==> config.mk <==
export PLATFORM = sky130hd
export DESIGN_NAME = mem_block_copier
export DESIGN_NICKNAME = d
export VERILOG_FILES = /design/src/rtl/mem_ctrl_pkg.sv /design/src/rtl/copy_index_counter.sv /design/src/rtl/mem_block_copier.sv
export SDC_FILE = /design/constraint.sdc
export NUM_CORES = 1
export LEC_CHECK = 0
export CAP_MARGIN = 10
export CORE_ASPECT_RATIO = 0.6
export CORE_MARGIN = 3
export CORE_UTILIZATION = 51
export CTS_CLUSTER_DIAMETER = 200
export DETAILED_ROUTE_END_ITERATION = 16
export PLACE_DENSITY_LB_ADDON = 0.08
export SYNTH_ARGS = -nofsm -noshare
export SYNTH_HDL_FRONTEND = slang
export SYNTH_SLANG_ARGS = --single-unit
export TNS_END_PERCENT = 50
==> constraint.sdc <==
create_clock -name clk -period 3.4 [get_ports clk]
set_input_delay 0.34 -clock clk [delete_from_list [all_inputs] [get_ports clk]]
set_output_delay 0.34 -clock clk [all_outputs]
set_load 0.02 [all_outputs]
==> src/rtl/mem_ctrl_pkg.sv <==
// Shared definitions for the memory-side controllers: copier FSM state
// encoding and per-word cycle cost.
package mem_ctrl_pkg;

  typedef enum logic [2:0] {
    IDLE = 3'd0,
    RD   = 3'd1,
    LAT  = 3'd2,
    WR   = 3'd3,
    DONE = 3'd4
  } state_t;

  localparam int unsigned WORD_CYCLES = 3;

endpackage

==> src/rtl/copy_index_counter.sv <==
// Word index for the block copier: clearable, incrementable, and flags the
// last word of the transfer.
module copy_index_counter #(
  parameter int unsigned addrSize = 8
) (
  input  logic                clk,
  input  logic                rst_n,
  input  logic                clr_i,
  input  logic                inc_i,
  input  logic [addrSize-1:0] len_i,
  output logic [addrSize-1:0] idx_o,
  output logic                last_o
);

  logic [addrSize-1:0] idx_q;
  logic [addrSize-1:0] idx_d;

  always_comb begin
    idx_d = idx_q;
    if (clr_i) begin
      idx_d = '0;
    end else if (inc_i) begin
      idx_d = idx_q + addrSize'(1);
    end
  end

  always_ff @(posedge clk or negedge rst_n) begin
    if (!rst_n) begin
      idx_q <= '0;
    end else begin
      idx_q <= idx_d;
    end
  end

  assign idx_o  = idx_q;
  // Only meaningful while len_i is non-zero; a zero-length copy never reaches WR.
  assign last_o = (idx_q == (len_i - addrSize'(1)));

endmodule

==> src/rtl/mem_block_copier.sv <==
// Copies a block of words through the single-port memory (RD, LAT, WR per
// word) and accumulates a modular checksum of the words moved.
module mem_block_copier
  import mem_ctrl_pkg::*;
#(
  parameter int unsigned width    = 8,
  parameter int unsigned addrSize = 8
) (
  input  logic                clk,
  input  logic                rst_n,
  input  logic                start,
  input  logic [addrSize-1:0] srcBase,
  input  logic [addrSize-1:0] dstBase,
  input  logic [addrSize-1:0] len,
  output logic                busy,
  output logic                done,
  output logic [width-1:0]    checksum,
  output logic [addrSize-1:0] memAddr,
  output logic                memWrite,
  output logic [width-1:0]    memWrData,
  input  logic [width-1:0]    memRdData
);

  state_t              state_q, state_d;
  logic [addrSize-1:0] src_q, dst_q, len_q;
  logic [width-1:0]    buf_q, sum_q;
  logic [addrSize-1:0] idx;
  logic                last;
  logic                accept;
  logic                inc;

  assign accept = (state_q == IDLE) && start;
  assign inc    = (state_q == WR) && !last;

  copy_index_counter #(
    .addrSize(addrSize)
  ) u_idx (
    .clk   (clk),
    .rst_n (rst_n),
    .clr_i (accept),
    .inc_i (inc),
    .len_i (len_q),
    .idx_o (idx),
    .last_o(last)
  );

  always_ff @(posedge clk or negedge rst_n) begin
    if (!rst_n) begin
      state_q <= IDLE;
    end else begin
      state_q <= state_d;
    end
  end

  always_comb begin
    state_d = state_q;
    case (state_q)
      IDLE:    if (start) state_d = (len == '0) ? DONE : RD;
      RD:      state_d = LAT;
      LAT:     state_d = WR;
      WR:      state_d = last ? DONE : RD;
      DONE:    state_d = IDLE;
      default: state_d = IDLE;
    endcase
  end

  always_ff @(posedge clk or negedge rst_n) begin
    if (!rst_n) begin
      src_q <= '0;
      dst_q <= '0;
      len_q <= '0;
      buf_q <= '0;
      sum_q <= '0;
    end else if (accept) begin
      src_q <= srcBase;
      dst_q <= dstBase;
      len_q <= len;
      sum_q <= '0;
    end else if (state_q == LAT) begin
      buf_q <= memRdData;
      sum_q <= sum_q + memRdData;
    end
  end

  // Outputs depend only on registered state, never on the inputs directly.
  always_comb begin
    busy     = (state_q != IDLE);
    done     = (state_q == DONE);
    memWrite = (state_q == WR);
    memAddr  = '0;
    case (state_q)
      RD:      memAddr = src_q + idx;
      WR:      memAddr = dst_q + idx;
      default: memAddr = '0;
    endcase
  end

  assign memWrData = buf_q;
  assign checksum  = sum_q;

endmodule

==> flow_summary_export.csv <==
group,metric,value,unit
logic_synthesis,postSynthAreaPerCell,8.941,um^2
routing,drtPass1Iterations,4,
logic_synthesis,synthesis.nets,388,
finish,antennaDiodeCount,0,
floorplanning,placement_rows,20,
sta,finalCritPeriodShare,0.9515,
critical_path,critical_path.endpoint_type,"output pin",
critical_path,critical_path_required,3.06,ns
grt,wire_length_of_the_first_global_routing_pass,12180,um
logic_synthesis,synth-edff-count,0,
logic_synthesis,synth_ff_type,"dfrtp_1",
routing,wl_per_cell,14.80,um
pwr,p_leak,1.803,nW
floorplanning,chipHeight,65.37,um
finish,finish.net_count,456,
finish,most-common-layout-cells,"nand2_1 (84), clkdlybuf4s50_1 (56), dfrtp_1 (51)",
placement,place_inst,471,
placement,routability_congestion_estimate,0.8925,
pwr,power-per-cell-area,961.9,nW/um^2
critical_path,worst-endpoint-arrival,2.89,ns
routing,routed_wl,7121,um
placement,dpl_cell_area,3724,um^2
critical_path,criticalPathCategory,"reg -> out",
finish,most_frequent_standard_cell_in_the_layout_excluding_fill_and_tap_cells,"nand2_1",
critical_path,path_max_fanout,5,
sta,worst_pin_slew,0.9652,ns
sta,unrepaired_setup_endpoints_after_global_routing,"yes",
status,outcome,"complete, no violations",
routing,final_antenna_net_count,0,
finish,final_core_utilization,0.7180,
logic_synthesis,postSynthCellCount,335,
routing,dr.first_iter.drc_count,116,
grt,grt_util_all_layers,0.2242,
routing,post_drt_via_cell_ratio,5.222,
cts,cts_max_path_buffers,2,
finish,finish.cell_count_without_fillers,481,
logic_synthesis,synth_async_sr_flop_share,1.000,
sta,finalSetupTns,0,ns
floorplanning,die_width,104.9,um
logic_synthesis,yosys_register_bits,51,
grt,grt_start_max_net_pins,30,
job,max-cap-violations,0,
routing,dr_total_vias,2512,
sta,finClkSkew,0.006938,ns
placement,portBuffers,61,
cts,cts.htree.levels,2,
cts,tritoncts.num_buffers,5,
floorplanning,design.core.area,5355,um^2
cts,path_clk_slew,0.10,ns
sta,timing.hold.ws,0.4823,ns
cts,cts_root_buffer,"clkbuf_8",
logic_synthesis,ys.warnings.count,0,
placement,dp.final_hpwl,5403,um
cts,worst_skew_pair.late_latency,0.32,ns
finish,final.fill_count,449,
sta,setup-violations-final,0,
finish,area.growth.synth_to_final,28.36,%
cts,cts.sink_count,51,
hold_path,holdCritPathClass,"reg -> reg",
routing,number_of_remaining_drc_errors,0,
finish,fin_area,3845,um^2
finish,post_route_cells_drive_above_1_share,0.1114,
grt,overflow,0,
critical_path,startpoint_type,"flip-flop",
cts,cts_tree,"yes",
sta,final_hold_viol_count,0,
pwr,vdd_drop_max,0.5510,mV
sta,maxSlewHeadroom,0.3550,
logic_synthesis,synth_area,2995,um^2
logic_synthesis,synth_sequential_area_ratio,0.4261,
pwr,finalPower,3.698,mW
grt,grt_pass1_vias,2564,
sta,maxSlewViolCount,0,
logic_synthesis,synth_cell_type_count,38,
placement,dp_slack,-0.2379,ns
floorplanning,io-pin-count,62,
grt,antenna_found_initial,0,
floorplanning,start_util,0.5593,
sta,min_period,3.235,ns
sta,setup_ws,0.1650,ns
floorplanning,die_area,6859,um^2
sta,fmax,0.3091,GHz
worst paths after layout:
check,start,endpoint,slack [ns],cells after the start
max in group asynchronous,rst_n,memWrData[2],2.11,3
min,dst_q[5],dst_q[5],0.48,2
min reg2reg,dst_q[5],dst_q[5],0.48,2
max,state_q[0],memAddr[3],0.17,10
max reg2reg,checksum[0],checksum[6],1.20,9
min in group asynchronous,rst_n,u_idx.idx_o[7],0.52,2
cells by family (layout without fill, tap and decap cells):
logic type / Yosys count / count (layout) / share of synthesized area
buffers and inverters: 30 / 99 / 0.03885
AND/OR/NAND/NOR: 148 / 148 / 0.2214
AO/OA/AOI/OAI: 47 / 47 / 0.09607
multiplexers: 25 / 25 / 0.09064
flip-flops: 51 / 51 / 0.4261
adder cells (fa/ha/maj): 18 / 18 / 0.08020
XOR/XNOR: 16 / 16 / 0.04679
registers in the layout, indices dropped and copies added (netlist names):
signal and count:
checksum 8, u_idx.idx_o 8, dst_q 8, len_q 8
src_q 8, memWrData 8, state_q 3
cell usage after synthesis (all sizes together), types with 3 or more instances:
cell	instances	share of area
nor3	8	0.013
nand2	85	0.11
inv	18	0.023
o21a	5	0.013
nor2	19	0.024
ha	16	0.067
mux2i	11	0.037
nand4	3	0.0063
nand3	9	0.015
xnor2	9	0.026
buf	3	0.0050
nor4	4	0.013
nand2b	6	0.013
xor2	7	0.020
clkbuf	9	0.011
nor2b	5	0.010
o21ai	12	0.020
a21oi	18	0.033
mux2	14	0.054
and2	3	0.0063
dfrtp	51	0.43
power breakdown:
group / internal, mW / switching [mW]
registers: 0.867 / 0.210
logic: 1.02 / 1.22
clock network: 0.167 / 0.214
total: 2.06 / 1.64
routing by layer:
| metal | wire length [um] | share of wire | up-vias | GRT usage |
|---|---|---|---|---|
| met4 | 72 | 0.010 | 0 | 0.06383 |
| met2 | 3036 | 0.43 | 74 | 0.3331 |
| met5 | 0 | 0 | - | 0 |
| li1 | - | - | 1262 | - |
| met1 | 3615 | 0.51 | 1169 | 0.3277 |
| met3 | 397 | 0.056 | 7 | 0.05201 |
critical path: stages, from the launching register on:
cell	delay, ns
dfrtp_1	0.39
nor2b_2	0.16
nand2_2	0.11
buf_4	0.16
mux2_2	0.34
ha_1	0.32
a21oi_2	0.17
buf_4	0.13
xnor2_1	0.05
nor2_1	0.12
clkdlybuf4s50_1	0.63
cell type report:
cell class / instances / area [um^2] / share of cell area
multi-input combinational: 254 / 1625 / 0.4227
sequential: 51 / 1276 / 0.3319
timing repair buffer: 73 / 684.4 / 0.1780
tap: 77 / 96.34 / 0.02506
clock buffer: 7 / 86.33 / 0.02245
inverter: 18 / 67.56 / 0.01757
clock inverter: 1 / 8.758 / 0.002278
timing repair:
action	in CTS	in global routing
setup buffers	1	0
setup endpoints to repair	4	6
pin swaps	1	1
hold buffers	1	0
endpoints found under the hold margin	13	0
resized for setup	14	11
Note: power is estimated with default switching activity, not from simulation.
